==> src/rtl/console_uart_tx_pkg.sv <==
// Shared constants for the console UART transmitter: FSM encodings used by the
// RTL and decoded by the simulation loggers, plus an elaboration-time helper.
package console_uart_tx_pkg;

  localparam int UART_STATE_LEN = 2;

  localparam logic [UART_STATE_LEN-1:0] UART_IDLE  = 2'd0;
  localparam logic [UART_STATE_LEN-1:0] UART_START = 2'd1;
  localparam logic [UART_STATE_LEN-1:0] UART_DATA  = 2'd2;
  localparam logic [UART_STATE_LEN-1:0] UART_STOP  = 2'd3;

  function automatic bit is_pow2(input int v);
    return (v > 0) && ((v & (v - 1)) == 0);
  endfunction

endpackage

==> src/rtl/console_uart_tx_fifo.sv <==
// Synchronous byte FIFO for console_uart_tx; rdata shows the head entry
// combinationally so a pop and its data use the same edge.
module console_fifo
  import console_uart_tx_pkg::*;
#(
  parameter int WIDTH = 8,
  parameter int DEPTH = 16
) (
  input  logic                     clk,
  input  logic                     reset,
  input  logic                     push,
  input  logic                     pop,
  input  logic [WIDTH-1:0]         wdata,
  output logic [WIDTH-1:0]         rdata,
  output logic [$clog2(DEPTH):0]   count,
  output logic                     full,
  output logic                     empty
);

  localparam int AW = $clog2(DEPTH);
  localparam int CW = AW + 1;
  localparam logic [AW-1:0] PTR_ONE = AW'(1);
  localparam logic [CW-1:0] CNT_ONE = CW'(1);
  localparam logic [CW-1:0] CNT_MAX = CW'(DEPTH);

  logic [WIDTH-1:0] mem_q [DEPTH];
  logic [AW-1:0]    wptr_q, wptr_d;
  logic [AW-1:0]    rptr_q, rptr_d;
  logic [CW-1:0]    count_q, count_d;
  logic             do_push_s;
  logic             do_pop_s;

  assign empty = (count_q == {CW{1'b0}});
  assign full  = (count_q == CNT_MAX);
  assign count = count_q;
  assign rdata = mem_q[rptr_q];

  // A full FIFO still accepts when the head leaves on the same edge.
  assign do_pop_s  = pop && !empty;
  assign do_push_s = push && (!full || do_pop_s);

  always_comb begin
    wptr_d  = wptr_q;
    rptr_d  = rptr_q;
    count_d = count_q;
    if (do_push_s) begin
      wptr_d = wptr_q + PTR_ONE;
    end else begin
      wptr_d = wptr_q;
    end
    if (do_pop_s) begin
      rptr_d = rptr_q + PTR_ONE;
    end else begin
      rptr_d = rptr_q;
    end
    if (do_push_s && !do_pop_s) begin
      count_d = count_q + CNT_ONE;
    end else if (do_pop_s && !do_push_s) begin
      count_d = count_q - CNT_ONE;
    end else begin
      count_d = count_q;
    end
  end

  always_ff @(posedge clk or negedge reset) begin
    if (!reset) begin
      wptr_q  <= {AW{1'b0}};
      rptr_q  <= {AW{1'b0}};
      count_q <= {CW{1'b0}};
    end else begin
      wptr_q  <= wptr_d;
      rptr_q  <= rptr_d;
      count_q <= count_d;
    end
  end

  // Storage needs no reset: entries are only read once the count covers them.
  always_ff @(posedge clk) begin
    if (do_push_s) begin
      mem_q[wptr_q] <= wdata;
    end
  end

endmodule

==> src/rtl/console_uart_tx.sv <==
// Console-port UART transmitter: buffers console bytes and sends them as 8N1
// frames on uart_tx so FPGA builds echo the simulation console output.
module console_uart_tx
  import console_uart_tx_pkg::*;
#(
  parameter int XLEN         = 32,
  parameter int CLKS_PER_BIT = 868,
  parameter int FIFO_DEPTH   = 16
) (
  input  logic                          clk,
  input  logic                          reset,
  input  logic                          console_we,
  input  logic [XLEN-1:0]               console_wdata,
  output logic                          uart_tx,
  output logic                          busy,
  output logic                          overflow,
  output logic [$clog2(FIFO_DEPTH):0]   fifo_count
);

  localparam int BW = (CLKS_PER_BIT > 2) ? $clog2(CLKS_PER_BIT) : 1;
  localparam int CW = $clog2(FIFO_DEPTH) + 1;
  localparam logic [BW-1:0] BCNT_LOAD = BW'(CLKS_PER_BIT - 1);
  localparam logic [BW-1:0] BCNT_ONE  = BW'(1);

  if (CLKS_PER_BIT < 2 || !is_pow2(FIFO_DEPTH)) begin : g_bad_param
    $error("console_uart_tx: CLKS_PER_BIT must be >= 2 and FIFO_DEPTH a power of two");
  end

  logic [UART_STATE_LEN-1:0] state_q, state_d;
  logic [BW-1:0]             bcnt_q, bcnt_d;
  logic [2:0]                bidx_q, bidx_d;
  logic [7:0]                shreg_q, shreg_d;
  logic                      tx_q, tx_d;
  logic                      overflow_q, overflow_d;

  logic                      pop_s;
  logic                      push_s;
  logic                      full_s;
  logic                      empty_s;
  logic                      bcnt_zero_s;
  logic [7:0]                rdata_s;
  logic [CW-1:0]             count_s;
  logic                      unused_wdata_s;

  assign unused_wdata_s = ^console_wdata[XLEN-1:8];

  console_fifo #(
    .WIDTH (8),
    .DEPTH (FIFO_DEPTH)
  ) u_fifo (
    .clk   (clk),
    .reset (reset),
    .push  (push_s),
    .pop   (pop_s),
    .wdata (console_wdata[7:0]),
    .rdata (rdata_s),
    .count (count_s),
    .full  (full_s),
    .empty (empty_s)
  );

  assign push_s      = console_we;
  assign bcnt_zero_s = (bcnt_q == {BW{1'b0}});
  assign overflow_d  = overflow_q | (console_we & full_s & ~pop_s);

  always_comb begin
    state_d = state_q;
    bcnt_d  = bcnt_q;
    bidx_d  = bidx_q;
    shreg_d = shreg_q;
    pop_s   = 1'b0;
    case (state_q)
      UART_IDLE: begin
        if (!empty_s) begin
          pop_s   = 1'b1;
          shreg_d = rdata_s;
          bcnt_d  = BCNT_LOAD;
          state_d = UART_START;
        end else begin
          state_d = UART_IDLE;
        end
      end
      UART_START: begin
        if (bcnt_zero_s) begin
          bidx_d  = 3'd0;
          bcnt_d  = BCNT_LOAD;
          state_d = UART_DATA;
        end else begin
          bcnt_d = bcnt_q - BCNT_ONE;
        end
      end
      UART_DATA: begin
        if (bcnt_zero_s) begin
          shreg_d = {1'b0, shreg_q[7:1]};
          bcnt_d  = BCNT_LOAD;
          if (bidx_q == 3'd7) begin
            state_d = UART_STOP;
          end else begin
            bidx_d = bidx_q + 3'd1;
          end
        end else begin
          bcnt_d = bcnt_q - BCNT_ONE;
        end
      end
      UART_STOP: begin
        // Chain straight into the next start bit when more bytes are waiting.
        if (bcnt_zero_s) begin
          if (!empty_s) begin
            pop_s   = 1'b1;
            shreg_d = rdata_s;
            bcnt_d  = BCNT_LOAD;
            state_d = UART_START;
          end else begin
            state_d = UART_IDLE;
          end
        end else begin
          bcnt_d = bcnt_q - BCNT_ONE;
        end
      end
      default: begin
        state_d = UART_IDLE;
      end
    endcase
  end

  // Line level follows the next state so uart_tx stays a plain flop.
  always_comb begin
    tx_d = 1'b1;
    case (state_d)
      UART_START: tx_d = 1'b0;
      UART_DATA:  tx_d = shreg_d[0];
      default:    tx_d = 1'b1;
    endcase
  end

  always_ff @(posedge clk or negedge reset) begin
    if (!reset) begin
      state_q    <= UART_IDLE;
      bcnt_q     <= {BW{1'b0}};
      bidx_q     <= 3'd0;
      shreg_q    <= 8'd0;
      tx_q       <= 1'b1;
      overflow_q <= 1'b0;
    end else begin
      state_q    <= state_d;
      bcnt_q     <= bcnt_d;
      bidx_q     <= bidx_d;
      shreg_q    <= shreg_d;
      tx_q       <= tx_d;
      overflow_q <= overflow_d;
    end
  end

  assign uart_tx    = tx_q;
  assign overflow   = overflow_q;
  assign fifo_count = count_s;
  assign busy       = (count_s != {CW{1'b0}}) || (state_q != UART_IDLE);

endmodule
==> config.mk <==
export PLATFORM = sky130hd
export DESIGN_NAME = console_uart_tx
export DESIGN_NICKNAME = d
export VERILOG_FILES = /design/src/rtl/console_uart_tx_pkg.sv /design/src/rtl/console_uart_tx_fifo.sv /design/src/rtl/console_uart_tx.sv
export SDC_FILE = /design/constraint.sdc
export NUM_CORES = 1
export LEC_CHECK = 0
export CORE_MARGIN = 2
export CORE_UTILIZATION = 40
export CTS_CLUSTER_SIZE = 16
export DETAILED_ROUTE_END_ITERATION = 6
export PLACE_DENSITY_LB_ADDON = 0.08
export SETUP_SLACK_MARGIN = 0.3
export SLEW_MARGIN = 25
export SYNTH_ARGS = -nofsm -noshare
export SYNTH_HDL_FRONTEND = slang
export SYNTH_SLANG_ARGS = --single-unit
==> constraint.sdc <==
create_clock -name clk -period 4.35 [get_ports clk]
set_clock_uncertainty 0.05 [all_clocks]
set_input_delay 0.435 -clock clk [delete_from_list [all_inputs] [get_ports clk]]
set_output_delay 0.435 -clock clk [all_outputs]
set_load 0.01 [all_outputs]
==> metrics.txt <==
outcome finished clean; Synth area leaders edfxtp_1 53%, dfrtp_1 13%, mux4_2 12%; Ys Warns 0; num rows 49; setup_tns 0 ns; final instance area between 0.008 and 0.009 sq mm; Clock power frac 0.364; Logic pwr share 0.134; Clock Latency Late Sink approximately 0.41 ns; number of synthesized flops with an enable pin ~130; # IOs 43; Max-Cap Viols 0; count of input and output buffers 18; max incr delay on CP 0.48 ns; first-pass GRT wire length 23400 microns; number of global-route vias before repair between 3000 and 4000; post-synth cell types 62; Filler cells roughly 1500; most area-hungry cell type in the Yosys netlist edfxtp_1; detailed placement HPWL around 9900 microns; final WL approximately 15000 microns; Seq/Total Area, Yosys 0.661; Final setup viols 0; Commonest cells post-synth 128 x edfxtp_1, 39 x mux4_2, 37 x dfrtp_1, 30 x nor2_1, 25 x nand2_1; max-slew violations 0; Leak Pwr between 0.002 and 0.003 uW; hold_ws a little over 0.09 ns; drt drc 0; RSZ-0062 raised after global routing false; maximum clock rate approximately 280 MHz; CTS Hold Bufs 0; most frequent cell after synthesis edfxtp_1; worst endpoint required time ~4.6 ns; Max FO, Critical Path 7; Synth Instances roughly 440; Final Hold Fails 0; Startpoint Class flip-flop; Slew @ Worst Pin 0.901 ns; Slew headroom 0.397; Vias/cell 5.47; top-area cell type share of the netlist area 0.530; die span in x roughly 140 microns; htree depth 4; initial drt markers approximately 220; Yosys reg bits approximately 170; asr flop ratio synth 0.229; Sw Share 0.254; CTS tree done; final worst-path cycle share 0.811; largest net degree at the start of global routing 39; CTS root buffer clkbuf_16; CTS buffer count 17; GP Congestion between 0.7 and 0.8; DP Cell Count approximately 690; share of cells above drive strength 1 0.201; sw power between 1000 and 1500 uW; initial antenna violation count 0; remaining antenna violation count 0; crit path cell chain nor3_2 -> a41oi_2 -> o211ai_4 -> nand2_4 -> inv_1 -> ha_1 -> inv_1 -> ha_1 -> nor2b_1 -> o21a_1 -> or3_1 -> a21oi_1 -> xor2_1; All-Layer GR Usage 0.160; nature of the critical path endpoint flip-flop; WL/cell 20.3 microns; internal power between 2000 and 3000 uW; Placed Area between 0.007 and 0.008 sq mm; synthesized cell area between 0.007 and 0.008 sq mm; starting density of the core 0.405; via count 3924; Worst path slowest cell nor3_2; path category of the worst min-delay check in2async; Post-CTS Setup Bufs 0; Die Span Y around 140 microns; Seq pwr share 0.502; Synth Flop Type edfxtp_1; Final Non-Filler Cells between 700 and 800; Avg Synthesized Cell Area ~16 sq um; CTS clock-pin slew for the worst setup and hold paths 0.06 ns; post-CTS sizing 0; pwr dens 477 mW/mm^2; die area 0.0192 sq mm; Worst R2R Setup Slack around 0.8 ns; n_diodes 0; grt total ovfl 0; router iterations before antenna repair 4; Worst EP arrival 3.81 ns; Sink Count 166; fin crit period between 3 and 4 ns; Peak VDD IR between 0.2 and 0.3 mV; core area 0.0179 sq mm; P&R area growth vs syn 14.6%; clock tree buffer depth 2; final-stage net count 532; Net Count, Synth slightly below 500; kind of critical path reg2reg
power by group through the flow:
stage	clock network [uW]	logic [uW]	registers [uW]
global placement	0	531	2020
CTS	1480	546	1990
finish	1450	532	1990
floorplan	0	347	1980
detailed placement	0	545	2030
global route	1540	597	2010
registers in the layout (all words and copies together) (netlist names):
name / count
u_fifo.mem_q: 128
bcnt_q: 10
shreg_q: 8
u_fifo.count: 5
u_fifo.rptr_q: 4
u_fifo.wptr_q: 4
bidx_q: 3
state_q: 2
overflow: 1
uart_tx: 1
final timing paths:
path	from	to	depth (start not counted)
worst max-delay path	bcnt_q[6]$_DFF_PN0_	u_fifo.count[4]$_DFFE_PN0P_	13
worst min-delay path	reset	u_fifo.count[1]$_DFFE_PN0P_	1
worst max register to register	bcnt_q[6]$_DFF_PN0_	u_fifo.count[4]$_DFFE_PN0P_	13
worst min register to register	shreg_q[5]$_DFFE_PN0P_	shreg_q[4]$_DFFE_PN0P_	2
max in group asynchronous	reset	u_fifo.rptr_q[0]$_DFFE_PN0P_	1
min in group clk	shreg_q[5]$_DFFE_PN0P_	shreg_q[4]$_DFFE_PN0P_	2
cells in the final DEF, fill, tap and decap left out, types with 5 or more instances in the layout:
| cell type | synthesis | final |
|---|---|---|
| a22o_1 | 5 | 5 |
| edfxtp_1 | 128 | 128 |
| nand3_1 | 6 | 6 |
| mux4_2 | 39 | 39 |
| clkbuf_16 | 0 | 17 |
| ha_1 | 19 | 19 |
| xnor2_1 | 7 | 7 |
| nor3_1 | 13 | 13 |
| inv_1 | 11 | 11 |
| clkdlybuf4s50_1 | 0 | 17 |
| nor2_1 | 30 | 30 |
| nand2_1 | 25 | 25 |
| a21oi_1 | 11 | 11 |
| o21ai_0 | 19 | 19 |
| buf_4 | 1 | 15 |
| a22oi_1 | 5 | 5 |
| dfrtp_1 | 37 | 36 |
stage by stage:
step	util	total power [uW]	worst slack [ns]
floorplan	-	2330	0.986
global placement	0.434	2550	0.858
detailed placement	0.434	2570	0.803
CTS	0.465	4020	0.789
global route	0.465	4150	0.552
finish	0.465	3970	0.824
layer usage:
layer  GRT usage  up-vias  part of all wire  wire length, microns
met5           0        -                 0                     0
met4      0.0478        0             0.011                   160
met3      0.0314       16             0.025                   364
met2       0.256       56              0.48                  7070
met1       0.226     2028              0.48                  6990
li1            -     1824                 -                     -
cells by family (layout without fill, tap and decap cells):
kind of cell / Yosys count / after routing / share of synthesized area
AOI/OAI and AO/OA: 69 / 69 / 0.0700
xor gates and xnor gates: 10 / 10 / 0.0121
adders and majority gates: 20 / 20 / 0.0355
buffers and inverters: 29 / 75 / 0.0162
DFF: 166 / 166 / 0.661
muxes: 45 / 45 / 0.130
and+or+nand+nor: 103 / 103 / 0.0753
layout make-up:
class	count	area (sq um)	share of cell area
well taps	229	287	0.0344
inverters	12	45.0	0.00541
multi-input cells	247	2340	0.282
flip-flops and latches	166	4800	0.577
clock buffers	18	429	0.0516
clock inverters	12	130	0.0156
repair buffers	33	288	0.0346
worst max-delay path: cells and delay by family (launching register included):
| family | cells | cell delay [ns] |
|---|---|---|
| compound gates | 4 | 1.06 |
| xor+xnor | 1 | 0.16 |
| fa+ha+maj | 2 | 0.51 |
| buf+inv | 2 | 0.19 |
| flops | 1 | 0.46 |
| simple gates | 4 | 1.02 |
(Power assumes the default switching activity.)
